==> config.mk <==
export PLATFORM = sky130hd
export DESIGN_NAME = vga_sink_monitor_flat
export DESIGN_NICKNAME = d
export VERILOG_FILES = /design/src/rtl/vga_sink_monitor_if.sv /design/src/rtl/vga_sink_monitor.sv /design/src/flat_wrapper.sv
export SDC_FILE = /design/constraint.sdc
export NUM_CORES = 1
export LEC_CHECK = 0
export BUFFER_PORTS_ARGS = -buffer_cell sky130_fd_sc_hd__buf_2
export CORE_ASPECT_RATIO = 2
export CORE_MARGIN = 3
export CORE_UTILIZATION = 55
export DETAILED_ROUTE_END_ITERATION = 7
export PLACE_DENSITY = 0.83
export SLEW_MARGIN = 40
export SYNTH_ARGS = -nofsm -noshare
export SYNTH_HDL_FRONTEND = slang
export SYNTH_SLANG_ARGS = --single-unit
==> constraint.sdc <==
create_clock -name clk -period 7.1 [get_ports clk]
set_input_delay 0.355 -clock clk [delete_from_list [all_inputs] [get_ports clk]]
set_output_delay 0.355 -clock clk [all_outputs]
set_load 0.02 [all_outputs]
==> src/rtl/vga_sink_monitor_if.sv <==
// ----------------------------------------------------------------------------
// vga_sink_monitor_if
//   Video bus between a VGA timing/pattern source and vga_sink_monitor.
//   Signals:
//     hsync, vsync    : sync pulses (polarity set by the monitor parameters)
//     hblank, vblank  : high during horizontal / vertical blanking
//     r, g, b         : 8-bit pixel colour
//   Modports:
//     master : the video source, which drives every signal
//     slave  : the monitor, which only samples
// ----------------------------------------------------------------------------
interface vga_sink_monitor_if;
  logic       hsync;
  logic       vsync;
  logic       hblank;
  logic       vblank;
  logic [7:0] r;
  logic [7:0] g;
  logic [7:0] b;

  modport master (output hsync, vsync, hblank, vblank, r, g, b);
  modport slave  (input  hsync, vsync, hblank, vblank, r, g, b);
endinterface

==> src/rtl/vga_sink_monitor.sv <==
// ----------------------------------------------------------------------------
// vga_sink_monitor
//   Receive-side VGA checker. It measures line and frame geometry, checks that
//   the timing repeats line-to-line and frame-to-frame, and builds a 16-bit
//   signature over the visible pixels of every frame.
//
//   Parameters:
//     HSYNC_POL, VSYNC_POL : active level of hsync / vsync (0 = active-low)
//     CW                   : width of the geometry counters and outputs
//     TIMEOUT              : clocks without an hsync leading edge before the
//                            monitor drops back to SEEK
//
//   Ports:
//     clk          : clock
//     n_rst        : asynchronous reset, active-high
//     vid          : video bus (slave modport of vga_sink_monitor_if)
//     h_total      : clocks per line (last line of the last completed frame)
//     h_active     : non-hblank clocks of that line
//     v_total      : lines per frame
//     v_active     : active lines per frame
//     signature    : pixel signature of the last completed frame
//     frame_done   : one-cycle pulse when the outputs above update
//     locked       : timing stable frame-to-frame
//     mismatch_cnt : saturating count of lock losses
//
//   Optional build macro VGA_MON_SYNC_WIDTH_EN adds:
//     hsync_width  : clocks hsync stays active after its leading edge,
//                    measured on the last line of the frame
//     vsync_width  : hsync leading edges counted while vsync is active
//   Both join the lock comparison.
// ----------------------------------------------------------------------------
module vga_sink_monitor #(
  parameter logic HSYNC_POL = 1'b0,
  parameter logic VSYNC_POL = 1'b0,
  parameter int   CW        = 12,
  parameter int   TIMEOUT   = 4095
) (
  input  logic               clk,
  input  logic               n_rst,
  vga_sink_monitor_if.slave  vid,
  output logic [CW-1:0]      h_total,
  output logic [CW-1:0]      h_active,
  output logic [CW-1:0]      v_total,
  output logic [CW-1:0]      v_active,
  output logic [15:0]        signature,
  output logic               frame_done,
  output logic               locked,
  output logic [7:0]         mismatch_cnt
`ifdef VGA_MON_SYNC_WIDTH_EN
  ,
  output logic [CW-1:0]      hsync_width,
  output logic [CW-1:0]      vsync_width
`endif
);

  localparam logic [CW-1:0] CNT_MAX = '1;
  localparam logic [CW-1:0] CNT_ONE = CW'(1);
  localparam int            TW      = $clog2(TIMEOUT + 1);
  localparam logic [TW-1:0] TO_LAST = TW'(TIMEOUT - 1);
  localparam logic [TW-1:0] TO_ONE  = TW'(1);

  typedef enum logic [1:0] {SEEK, MEASURE, CHECK} state_t;

  function automatic logic [CW-1:0] sat_inc(input logic [CW-1:0] v);
    return (v == CNT_MAX) ? v : v + CNT_ONE;
  endfunction

  // --------------------------------------------------------------------------
  // Edge detection
  // --------------------------------------------------------------------------
  logic hs_prev_q, vs_prev_q, hb_prev_q;
  logic hs_act, vs_act, hle, vle, act_start, pix_vld;

  assign hs_act    = (vid.hsync == HSYNC_POL);
  assign vs_act    = (vid.vsync == VSYNC_POL);
  assign hle       = hs_act & (hs_prev_q != HSYNC_POL);
  assign vle       = vs_act & (vs_prev_q != VSYNC_POL);
  // Only active starts inside the vertical active region count as lines.
  assign act_start = hb_prev_q & ~vid.hblank & ~vid.vblank;
  assign pix_vld   = ~vid.hblank & ~vid.vblank;

  // --------------------------------------------------------------------------
  // Measurement counters
  // --------------------------------------------------------------------------
  logic [CW-1:0] hc_q, hc_d, ha_q, ha_d;
  logic [CW-1:0] line_len_q, line_len_d, line_act_q, line_act_d;
  logic [CW-1:0] first_len_q, first_len_d;
  logic          first_vld_q, first_vld_d;
  logic          line_err_q, line_err_d;
  logic [CW-1:0] vc_q, vc_d, va_q, va_d;
  logic [15:0]   sig_q, sig_d, sig_base;
  logic [TW-1:0] to_q, to_d;
  logic          timeout;
`ifdef VGA_MON_SYNC_WIDTH_EN
  logic [CW-1:0] hw_q, hw_d, vw_q, vw_d;
  logic          hw_run_q, hw_run_d;
`endif

  // NOTE: every variable of an always_comb block gets a value before any
  // condition touches it; a path that leaves one unassigned infers a latch.
  always_comb begin
    hc_d        = hle ? CNT_ONE : sat_inc(hc_q);
    ha_d        = ha_q;
    line_len_d  = hle ? hc_q : line_len_q;
    line_act_d  = hle ? ha_q : line_act_q;
    first_len_d = first_len_q;
    first_vld_d = first_vld_q;
    line_err_d  = line_err_q;
    vc_d        = vc_q;
    va_d        = va_q;
    sig_base    = vle ? 16'h0000 : sig_q;
    to_d        = hle ? '0 : ((to_q == TO_LAST) ? to_q : to_q + TO_ONE);

    if (hle)              ha_d = vid.hblank ? '0 : CNT_ONE;
    else if (!vid.hblank) ha_d = sat_inc(ha_q);

    // The first line of each frame is the reference every later line must
    // match. An edge coincident with VLE already belongs to the new frame.
    if (vle) begin
      first_vld_d = hle;
      line_err_d  = 1'b0;
      if (hle) first_len_d = hc_q;
    end else if (hle) begin
      if (!first_vld_q) begin
        first_vld_d = 1'b1;
        first_len_d = hc_q;
      end else if (hc_q != first_len_q) begin
        line_err_d = 1'b1;
      end
    end

    if (vle)      vc_d = hle ? CNT_ONE : '0;
    else if (hle) vc_d = sat_inc(vc_q);

    if (vle)            va_d = act_start ? CNT_ONE : '0;
    else if (act_start) va_d = sat_inc(va_q);

    // A pixel on the VLE cycle starts the new frame's signature.
    sig_d = pix_vld ? ({sig_base[14:0], sig_base[15]} ^ {vid.r, vid.g ^ vid.b})
                    : sig_base;

`ifdef VGA_MON_SYNC_WIDTH_EN
    hw_d     = hw_q;
    hw_run_d = hw_run_q;
    vw_d     = vw_q;
    if (hle) begin
      hw_d     = CNT_ONE;
      hw_run_d = 1'b1;
    end else if (hw_run_q && hs_act) begin
      hw_d = sat_inc(hw_q);
    end else begin
      hw_run_d = 1'b0;
    end
    if (vle)                vw_d = (hle && vs_act) ? CNT_ONE : '0;
    else if (hle && vs_act) vw_d = sat_inc(vw_q);
`endif
  end

  assign timeout = ~hle & (to_q == TO_LAST);

  // NOTE: sequential state uses non-blocking assignments so every register
  // samples the pre-edge value of every other register.
  always_ff @(posedge clk or posedge n_rst) begin
    if (n_rst) begin
      hs_prev_q   <= 1'b0;
      vs_prev_q   <= 1'b0;
      hb_prev_q   <= 1'b0;
      hc_q        <= '0;
      ha_q        <= '0;
      line_len_q  <= '0;
      line_act_q  <= '0;
      first_len_q <= '0;
      first_vld_q <= 1'b0;
      line_err_q  <= 1'b0;
      vc_q        <= '0;
      va_q        <= '0;
      sig_q       <= '0;
      to_q        <= '0;
`ifdef VGA_MON_SYNC_WIDTH_EN
      hw_q        <= '0;
      hw_run_q    <= 1'b0;
      vw_q        <= '0;
`endif
    end else begin
      hs_prev_q   <= vid.hsync;
      vs_prev_q   <= vid.vsync;
      hb_prev_q   <= vid.hblank;
      hc_q        <= hc_d;
      ha_q        <= ha_d;
      line_len_q  <= line_len_d;
      line_act_q  <= line_act_d;
      first_len_q <= first_len_d;
      first_vld_q <= first_vld_d;
      line_err_q  <= line_err_d;
      vc_q        <= vc_d;
      va_q        <= va_d;
      sig_q       <= sig_d;
      to_q        <= to_d;
`ifdef VGA_MON_SYNC_WIDTH_EN
      hw_q        <= hw_d;
      hw_run_q    <= hw_run_d;
      vw_q        <= vw_d;
`endif
    end
  end

  // --------------------------------------------------------------------------
  // Frame results and lock FSM
  // --------------------------------------------------------------------------
  state_t        state_q, state_d;
  logic          latch_en, geom_same;
  logic          locked_q, locked_d, frame_done_q;
  logic [7:0]    mm_q, mm_d;
  logic [CW-1:0] h_lat, a_lat;
  logic [CW-1:0] h_total_q, h_active_q, v_total_q, v_active_q;
  logic [15:0]   signature_q;
`ifdef VGA_MON_SYNC_WIDTH_EN
  logic [CW-1:0] hsync_width_q, vsync_width_q;
`endif

  // If an HLE coincides with VLE, the line it closes is the frame's last line.
  assign h_lat = hle ? hc_q : line_len_q;
  assign a_lat = hle ? ha_q : line_act_q;

  always_comb begin
    geom_same = (h_lat == h_total_q) && (a_lat == h_active_q) &&
                (vc_q == v_total_q) && (va_q == v_active_q);
`ifdef VGA_MON_SYNC_WIDTH_EN
    geom_same = geom_same && (hw_q == hsync_width_q) && (vw_q == vsync_width_q);
`endif
  end

  always_comb begin
    state_d  = state_q;
    latch_en = 1'b0;
    locked_d = locked_q;
    mm_d     = mm_q;
    if (timeout) begin
      state_d  = SEEK;
      locked_d = 1'b0;
    end else if (vle) begin
      case (state_q)
        SEEK:    state_d = MEASURE;
        MEASURE: begin
          latch_en = 1'b1;
          state_d  = CHECK;
        end
        CHECK: begin
          latch_en = 1'b1;
          if (geom_same && !line_err_q) begin
            locked_d = 1'b1;
          end else begin
            if (locked_q && mm_q != 8'hFF) mm_d = mm_q + 8'd1;
            locked_d = 1'b0;
          end
        end
        default: state_d = SEEK;
      endcase
    end
  end

  always_ff @(posedge clk or posedge n_rst) begin
    if (n_rst) state_q <= SEEK;
    else       state_q <= state_d;
  end

  // NOTE: the result registers are reset too, so a mid-frame reset clears the
  // outputs on the spot rather than at the next frame boundary.
  always_ff @(posedge clk or posedge n_rst) begin
    if (n_rst) begin
      h_total_q     <= '0;
      h_active_q    <= '0;
      v_total_q     <= '0;
      v_active_q    <= '0;
      signature_q   <= '0;
      frame_done_q  <= 1'b0;
      locked_q      <= 1'b0;
      mm_q          <= '0;
`ifdef VGA_MON_SYNC_WIDTH_EN
      hsync_width_q <= '0;
      vsync_width_q <= '0;
`endif
    end else begin
      frame_done_q <= latch_en;
      locked_q     <= locked_d;
      mm_q         <= mm_d;
      if (latch_en) begin
        h_total_q     <= h_lat;
        h_active_q    <= a_lat;
        v_total_q     <= vc_q;
        v_active_q    <= va_q;
        signature_q   <= sig_q;
`ifdef VGA_MON_SYNC_WIDTH_EN
        hsync_width_q <= hw_q;
        vsync_width_q <= vw_q;
`endif
      end
    end
  end

  assign h_total      = h_total_q;
  assign h_active     = h_active_q;
  assign v_total      = v_total_q;
  assign v_active     = v_active_q;
  assign signature    = signature_q;
  assign frame_done   = frame_done_q;
  assign locked       = locked_q;
  assign mismatch_cnt = mm_q;
`ifdef VGA_MON_SYNC_WIDTH_EN
  assign hsync_width  = hsync_width_q;
  assign vsync_width  = vsync_width_q;
`endif

endmodule

==> src/flat_wrapper.sv <==
// flat-port wrapper written by rule: the top's interface ports become plain ports
module vga_sink_monitor_flat 
#(
  parameter logic HSYNC_POL = 1'b0,
  parameter logic VSYNC_POL = 1'b0,
  parameter int   CW        = 12,
  parameter int   TIMEOUT   = 4095
)
  (clk, n_rst, h_total, h_active, v_total, v_active, signature, frame_done, locked, mismatch_cnt, vid_hsync, vid_vsync, vid_hblank, vid_vblank, vid_r, vid_g, vid_b);
  vga_sink_monitor_if vid_i ();
  input  logic clk;
  input  logic n_rst;
  output logic [CW-1:0] h_total;
  output logic [CW-1:0] h_active;
  output logic [CW-1:0] v_total;
  output logic [CW-1:0] v_active;
  output logic [15:0] signature;
  output logic frame_done;
  output logic locked;
  output logic [7:0] mismatch_cnt;
  input wire logic [$bits(vid_i.hsync)-1:0] vid_hsync;
  input wire logic [$bits(vid_i.vsync)-1:0] vid_vsync;
  input wire logic [$bits(vid_i.hblank)-1:0] vid_hblank;
  input wire logic [$bits(vid_i.vblank)-1:0] vid_vblank;
  input wire logic [$bits(vid_i.r)-1:0] vid_r;
  input wire logic [$bits(vid_i.g)-1:0] vid_g;
  input wire logic [$bits(vid_i.b)-1:0] vid_b;
  assign vid_i.hsync = vid_hsync;
  assign vid_i.vsync = vid_vsync;
  assign vid_i.hblank = vid_hblank;
  assign vid_i.vblank = vid_vblank;
  assign vid_i.r = vid_r;
  assign vid_i.g = vid_g;
  assign vid_i.b = vid_b;
  vga_sink_monitor #(.HSYNC_POL(HSYNC_POL), .VSYNC_POL(VSYNC_POL), .CW(CW), .TIMEOUT(TIMEOUT)) u_core (.clk(clk), .n_rst(n_rst), .vid(vid_i), .h_total(h_total), .h_active(h_active), .v_total(v_total), .v_active(v_active), .signature(signature), .frame_done(frame_done), .locked(locked), .mismatch_cnt(mismatch_cnt));
endmodule
# Yosys cells after proc, flatten, opt, wreduce, memory -nomap -nowiden
# Cells that the tools add are included.
# classes
add_sub_neg	6
n_mul	0
div	0
magnitude_cmp	0
n_eq_ne	21
shifts	0
mux	40
bitwise	15
reduce_logical	22
# ops
operator	count
two-way mux 12 bit	19
adder 12 x 1 -> 12 bit, second input constant	5
equality test 12 bit, second input constant	5
equality test 12 bit	4
two-way mux 16 bit	2
two-way mux 1 bit	16
inequality test 2 x 1 -> 1 bit, second input constant	8
bitwise XOR 16 bit	1
inequality test 12 bit	1
AND reduction 2 bit	6
nonzero test 2 bit	6
adder 8 x 1 -> 8 bit, second input constant	1
inequality test 8 bit, second input constant	1
bitwise XOR 8 bit	1
inverter 1 bit	7
AND 1 bit	6
case mux 2 bit (3 select lines)	1
logical AND 1 bit	5
AND reduction 5 bit	1
two-way mux 2 bit	2
AND reduction 3 bit	1
equality test 2 x 1 -> 1 bit, second input constant	1
equality test 2 bit, second input constant	1
zero test 2 bit	1
2 further kinds	2
# totals
ff_bits	193
latch_bits	0
ramBits	0
mem_bits_ro	0
output_inout_bits	74
word_cells	127
memories	0

# Logic depth before layout (Yosys ltp)
# Gate-level depths: netlist of the first run.
# logic_depth
ltp_word	12
ltp_mapped	10

# Worst setup path after synthesis of the first run
# No wires, ideal clock.
# synth_path
kind	input to register
startpoint	input vid_hsync
endpoint	register u_core.mm_q[1], in the netlist u_core.mismatch_cnt[1]
setup_time_ns	0.125
arrival_time_ns	2.224
setup_slack_ns	4.751
path_stages	8
path_buffers	1
cell_sequence	nand2b_4 buf_12 mux2i_1 a221o_1 a2111oi_2 nand4_1 o21ai_4 mux2_4
# synth_between
elab_chain_cells	10
elab_cells_between_ends	15
# synth_lines
item	line	source
start: declaration	flat_wrapper.sv:21	input wire logic [$bits(vid_i.hsync)-1:0] vid_hsync;
inverter 1 bit *	vga_sink_monitor.sv:74	assign hs_act = (vid.hsync == HSYNC_POL);
AND 1 bit *	vga_sink_monitor.sv:76	assign hle = hs_act & (hs_prev_q != HSYNC_POL);
two-way mux 12 bit	--	
equality test 12 bit	vga_sink_monitor.sv:226	geom_same = (h_lat == h_total_q) && (a_lat == h_active_q) &&
logical AND 1 bit (2 in a row)	vga_sink_monitor.sv:226	
logical AND 1 bit	vga_sink_monitor.sv:227	(vc_q == v_total_q) && (va_q == v_active_q);
logical AND 1 bit	vga_sink_monitor.sv:250	if (geom_same && !line_err_q) begin
inverter 1 bit (no line)	--	
AND reduction 5 bit (no line) *	--	
end signal: assignment	vga_sink_monitor.sv:286	mm_q <= mm_d;
end: declaration	vga_sink_monitor.sv:213	logic [7:0] mm_q, mm_d;
# Mark *: on every way between the ends. The rest lies on a longest branch, timed or not.
# A chain may end at the register's enable or synchronous reset.

# Worst setup path after layout of the first run
# layout_path
startpoint	register u_core.hs_prev_q
endpoint	register u_core.mm_q[1], in the netlist u_core.mismatch_cnt[1]
# layout_between
elab_chain_cells	9
elab_cells_between_ends	14
# layout_lines
item	line	source
start: declaration	vga_sink_monitor.sv:71	logic hs_prev_q, vs_prev_q, hb_prev_q;
start signal: assignment	vga_sink_monitor.sv:185	hs_prev_q <= vid.hsync;
AND 1 bit *	vga_sink_monitor.sv:76	
two-way mux 12 bit	--	
equality test 12 bit	vga_sink_monitor.sv:226	
logical AND 1 bit (2 in a row)	vga_sink_monitor.sv:226	
logical AND 1 bit	vga_sink_monitor.sv:227	
logical AND 1 bit	vga_sink_monitor.sv:250	
inverter 1 bit (no line)	--	
AND reduction 5 bit (no line) *	--	
# Marked as above.

==> summary.md, run 1 <==
| Metric | Value |
|---|---|
| Worst-skew pair later-pin latency | 0.44 ns |
| Largest area contributor in the netlist | dfrtp_1 |
| Share of cells above drive strength 1 | 22.3% |
| Worst rel slew slack | 49.8% |
| Rows | 65 |
| Syn-to-layout area delta | 14.0% |
| Die Area | roughly 18000 µm² |
| Largest family of logic cells by synthesized area | simple AND/OR/NAND/NOR gates |
| Top post-synthesis cells by area | dfrtp_1 (54%), xor2_1 (7.3%), mux2_2 (6.5%) |
| Part of the power in registers | 44.9% |
| Switching Share | 34.7% |
| WHS | -0.0646 ns |
| Compound-Gate Fraction of Synth Area | 6.73% |
| Fill count | about 1300 |
| WS Path Type | register to register |
| Finished Layout Cells | 1120 |
| Cell with the largest stage delay on the worst path | nand2b_4 |
| Mean routed wirelength per cell | 17.5 µm |
| Clock power frac | 28.0% |
| Cell area power density | 326 nW/µm² |
| Synth Area per Inst | between 10 and 15 µm² |
| Max-slew violation count | 0 |
| Placeable Area | about 16000 µm² |
| DRT Wirelength | 19.5 mm |
| Cts hold-fix bufs | 0 |
| Largest stage delay on the critical path | roughly 0.46 ns |
| Simple-gate area share of the yosys netlist | 12.8% |
| Post-DP HPWL | 13.5 mm |
| Post-CTS Setup Inserts | 0 |
| Ys async rst share | 100% |
| Crit path arrival time | 3.36 ns |
| Clock-pin transition on the worst setup and hold timing paths | about 0.070 ns |
| Inst Count DP | 1087 |
| Most frequent cells in the layout | dfrtp_1 (193), buf_2 (103), nor2_1 (87) |
| Detail Route Antenna Nets | 0 |
| Vias in the first global route | 6573 |
| Share of the synthesized area in the top cell type | 53.9% |
| Leak | around 5.3 nW |
| First-pass GRT wire length | 32.1 mm |
| Clk_skew | 0.0109 ns |
| Routability congestion estimate | 0.880 |
| All-Layer GR Usage | ~23% |
| Combinational power share | 27.1% |
| Synthesized area | approximately 9000 µm² |
| Internal power | 0.00217 W |
| Fmax | approximately 330 MHz |
| Residual DRC | 0 |
| Final cycle utilization of the critical path | 42.8% |
| Worst hold path type | input pin to async pin |
| Die width | 96.2 µm |
| Htree depth | 4 |
| Crit-path cells | nand2b_4, mux2i_1, a221o_1, a2111oi_2, nand4_1, o21ai_4, mux2_4 |
| Via count | 6403 |
| CTS Sinks | 193 |
| Die Y | 186 µm |
| Final setup vio count | 0 |
| Commonest non-fill, non-tap cell in the layout | dfrtp_1 |
| RSZ-0062 raised after global routing | no |
| Detailed Routing Iterations Pass 1 | 6 |
| CTS tree | done |
| Syn Inst Count | 812 |
| Setup TNS | 0 ns |
| Post-CTS sizing | 0 |
| Register area share after synthesis | 53.9% |
| Worst VDD drop | roughly 0.00020 V |
| Failing checks | hold timing |
| Synthesized Nets | between 800 and 900 |
| Vias per inst | around 5.7 |
| Initial core utilization | 56.5% |
| Yosys reg bits | 193 |
| Startpoint types | register |
| Number of distinct library cells after synthesis | 48 |
| Number of synthesized flops with an enable pin | 0 |
| Net Sw Power | 0.00115 W |
| Max-Cap Viols | 0 |
| Min Tclk post-route | 3.04 ns |
| Critical Path Sink Type | register |
| Xor and xnor area share after synthesis | between 10% and 20% |
| Num CTS Buffers | 17 |
| Post-Synth Adder-Cell Area | 1.40% |
| Pin count of the biggest net entering global routing | 112 |
| Antenna violations before repair | 1 |
| Clock Tree Buf Depth | 2 |
| Post-synthesis mux area share | 9.55% |
| Root Buffer Master | clkbuf_16 |
| Status | complete, but fails checks |
| Grt ovf | 0 |
| Fin. Hold Viols | 29 |
| WP data required | about 7.4 ns |
| Port bufs | 103 |
| Nets | 945 |
| DR iter-0 viols | roughly 380 |
| Ys Warns | 0 |
| Synth Flop Type | dfrtp_1 |
| IO Pins | 104 |
| Worst-margin pin slew | 0.753 ns |
| Critical path peak fanout | 37 |
per-layer routing:
metal / vias to the layer above / part of all wire, % / track usage, %
met5: - / 0 / 0
met2: 172 / 55 / 39.9
met1: 3224 / 37 / 26.7
met3: 54 / 3.7 / 4.15
met4: 0 / 4.3 / 11.3
li1: 2953 / - / -
per-stage QoR:
stage,cell area [µm²],total power (W),hold WS [ns],util [%],setup WS (ns)
after global routing,10200,0.00349,0.0278,64.4,3.93
final,10200,0.00333,-0.0646,64.4,4.06
after global placement,9620,0.00238,0.478,60.7,3.72
after detailed placement,9640,0.00241,0.485,60.8,4.01
after CTS,10200,0.00335,0.0560,64.4,4.08
after floorplan,8960,0.00211,0.386,-,1.49
power groups by stage:
stage	clock network (W)	logic, W	registers [W]
after floorplan	0	0.000501	0.00161
after CTS	0.000946	0.000914	0.00149
final	0.000932	0.000902	0.00149
after global routing	0.000985	0.000982	0.00152
after detailed placement	0	0.000903	0.00151
after global placement	0	0.000875	0.00150
area by class of cell:
| class | instances | area, µm² | share of cell area [%] |
|---|---|---|---|
| clock inverter | 12 | 123 | 1.20 |
| tap | 201 | 251 | 2.46 |
| multi-input combinational | 550 | 3860 | 37.8 |
| inverter | 35 | 144 | 1.41 |
| timing repair buffer | 108 | 557 | 5.45 |
| antenna | 1 | 2.50 | 0.0245 |
| sequential | 193 | 4830 | 47.3 |
| clock buffer | 20 | 447 | 4.37 |
Yosys cell counts, types with 2 or more instances:
master,instances
inv_1,35
and3_1,8
o21ai_0,12
nand3_1,28
buf_1,4
or3_1,7
buf_2,4
a21oi_1,33
nor3_1,11
mux2i_1,23
nor2_1,89
ha_1,10
xor2_1,75
a211oi_1,5
mux2_2,52
a22o_1,16
nand2b_1,4
and4_1,3
o22ai_1,3
nor4_1,12
xnor2_1,51
o211a_1,2
a221o_1,2
clkbuf_1,24
nand4_1,19
a31o_2,2
dfrtp_1,193
nor2b_1,3
nand2_1,56
a31oi_1,8
kinds of logic after synthesis:
| family | after synthesis |
|---|---|
| AO/OA/AOI/OAI | 90 |
| buffers and inverters | 69 |
| AND/OR/NAND/NOR | 246 |
| flip-flops | 193 |
| multiplexers | 78 |
| XOR/XNOR | 126 |
| adder cells (fa/ha/maj) | 10 |
path summary, 6_finish.rpt:
kind	from	to	slack, ns	cells after the start
max	u_core.hs_prev_q$_DFF_PP0_	u_core.mismatch_cnt[1]$_DFFE_PP0P_	4.06	7
min	n_rst	u_core.to_q[7]$_DFFE_PP0P_	-0.06	2
max reg2reg	u_core.hs_prev_q$_DFF_PP0_	u_core.mismatch_cnt[1]$_DFFE_PP0P_	4.06	7
min reg2reg	u_core.signature[9]$_DFFE_PP0P_	u_core.signature[9]$_DFFE_PP0P_	0.49	1
max in group asynchronous	n_rst	u_core.vc_q[6]$_DFFE_PP0P_	5.96	3
min in group clk	vid_hsync	u_core.hs_prev_q$_DFF_PP0_	0.06	1
critical path, delay by kind of cell, from the launching register on:
| kind | cells | cell delay [ns] |
|---|---|---|
| multiplexers | 2 | 0.56 |
| AND/OR/NAND/NOR | 2 | 0.77 |
| AO/OA/AOI/OAI | 3 | 1.17 |
| flip-flops | 1 | 0.40 |
Note: power is estimated with default switching activity, not from simulation.
==> inputs of run 2 (changes only) <==
==> constraint.sdc (replaced) <==
create_clock -name clk -period 2.9 [get_ports clk]
set_input_delay 0.145 -clock clk [delete_from_list [all_inputs] [get_ports clk]]
set_output_delay 0.145 -clock clk [all_outputs]
set_load 0.02 [all_outputs]
==> summary.md, run 2 (synthesis results as in run 1) <==
| Metric | Value |
|---|---|
| Area of the multi-input gates | about 3900 µm² |
| Worst-margin pin slew | 0.802 ns |
| Worst-skew pair later-pin latency | 0.44 ns |
| Grt met2 use | 41.4% |
| Critical Path Sink Type | register |
| Syn-to-layout area delta | 16.0% |
| Num CTS Buffers | 17 |
| WP data required | 3.23 ns |
| Final cycle utilization of the critical path | 92.5% |
| Mean routed wirelength per cell | 17.9 µm |
| Worst rel slew slack | 46.5% |
| GRT busiest layer | met2 |
| Cell area power density | roughly 780 nW/µm² |
| WS Path Type | input pin to register |
| GR Util met3 | roughly 4.2% |
| First-pass GRT wire length | 33.0 mm |
| Final core occ | 65.5% |
| Die Area | 17900 µm² |
| Worst VDD drop | 0.000565 V |
| Leak | around 5.3 nW |
| Critical path peak fanout | 19 |
| Finished Layout Cells | approximately 1100 |
| FF/Latch Area | 4830 µm² |
| Min Tclk post-route | roughly 2.7 ns |
| Vias in the first global route | 6576 |
| WHS | 0.0557 ns |
| Routability congestion estimate | 0.831 |
| Antenna violations before repair | 0 |
| Via count | 6480 |
| Die Y | 186 µm |
| IO Pins | 104 |
| GR Layer Usage met1 | 27.4% |
| Commonest non-fill, non-tap cell in the layout | dfrtp_1 |
| Share of cells above drive strength 1 | 23.4% |
| Inst Count DP | 1098 |
| Worst hold path type | input pin to register |
| N_diodes | 0 |
| Residual DRC | 0 |
| CTS tree | done |
| Fin. Hold Viols | 0 |
| Clock-pin transition on the worst setup and hold timing paths | roughly 0.070 ns |
| Clock Tree Buf Depth | 2 |
| All-Layer GR Usage | 23.8% |
| Htree depth | 4 |
| Rows | 65 |
| Fill count | 1198 |
| DRT Wirelength | 20.3 mm |
| Pre-CTS setup slack | 0.262 ns |
| Initial core utilization | 56.5% |
| RSZ-0062 raised after global routing | no |
| Detailed Routing Iterations Pass 1 | 6 |
| Die width | 96.2 µm |
| Setup TNS | 0 ns |
| Pin count of the biggest net entering global routing | 73 |
| Port bufs | 103 |
| Setup WS post-layout | approximately 0.22 ns |
| CTS Sinks | between 150 and 200 |
| Status | finished clean |
| Grt ovf | 0 |
| Vias per inst | 5.71 |
| Placeable Area | ~16000 µm² |
| Max-Cap Viols | 0 |
| Nets | about 960 |
| Final setup vio count | 0 |
| Startpoint types | input pin |
| Fmax | 373 MHz |
| Clk_skew | 0.00754 ns |
| Root Buffer Master | clkbuf_16 |
| Crit path arrival time | 3.01 ns |
| Most frequent cells in the layout | dfrtp_1 (193), buf_2 (103), nor2_1 (87) |
| Detail Route Antenna Nets | 0 |
| Max-slew violation count | 0 |
| Post-DP HPWL | 14.1 mm |
| DR iter-0 viols | 416 |
run 2: cell count changes in the layout (fill, tap and decap cells not counted), moves of 2 or more:
cell and change:
dlygate4sd3_1 +4, buf_12 +6, clkinvlp_4 +2, buf_4 +7
mux2i_1 -3, mux2i_2 +3
run 2: power breakdown:
part | switching [W] | internal (W)
sequential | 0.000498 | 0.00318
clock | 0.00107 | 0.00114
combinational | 0.00129 | 0.000949
run 2: final timing paths:
path	startpoint	end	slack, ns	depth (start not counted)
worst max-delay path	vid_hsync	u_core.mismatch_cnt[1]$_DFFE_PP0P_	0.22	10
worst max register to register	u_core.hs_prev_q$_DFF_PP0_	u_core.mismatch_cnt[1]$_DFFE_PP0P_	0.23	8
max in group asynchronous	n_rst	u_core.first_len_q[11]$_DFFE_PP0P_	1.87	5
worst min-delay path	vid_r[2]	u_core.sig_q[10]$_DFF_PP0_	0.06	3
worst min register to register	u_core.mismatch_cnt[6]$_DFFE_PP0P_	u_core.mismatch_cnt[6]$_DFFE_PP0P_	0.49	1
min in group asynchronous	n_rst	u_core.va_q[8]$_DFFE_PP0P_	0.25	3
run 2: cell type report:
cell class | instances | share of cell area, %
flip-flops and latches | 193 | 46.5
multi-input cells | 550 | 37.2
repair buffers | 124 | 7.30
clock buffers | 20 | 4.30
well taps | 201 | 2.42
inverters | 35 | 1.30
clock inverters | 12 | 0.988
run 2: worst max-delay path: stages:
cell	delay (ns)
dlygate4sd3_1	0.53
buf_2	0.14
nand2b_4	0.29
buf_12	0.23
mux2i_1	0.32
xnor2_1	0.10
nor4_1	0.31
nand4_1	0.25
o21ai_4	0.34
mux2_4	0.33
run 2: metal layers:
layer / up-vias / part of all wire (%)
met5: - / 0
met4: 0 / 4.3
met3: 62 / 4.0
met2: 170 / 55
met1: 3255 / 37
li1: 2993 / -
run 2: timing repair:
item,CTS,global route
setup buffers,0,1
gates resized for setup,0,3
hold endpoints to repair,14,0
hold buffers,4,0
endpoints found under the setup margin,0,7
run 2: through the flow:
| stage | power [W] | instance area (µm²) |
|---|---|---|
| final | 0.00813 | 10400 |
| after global routing | 0.00855 | 10400 |
| after CTS | 0.00819 | 10400 |
| after detailed placement | 0.00595 | 9780 |
| after global placement | 0.00588 | 9760 |
| after floorplan | 0.00516 | 8960 |
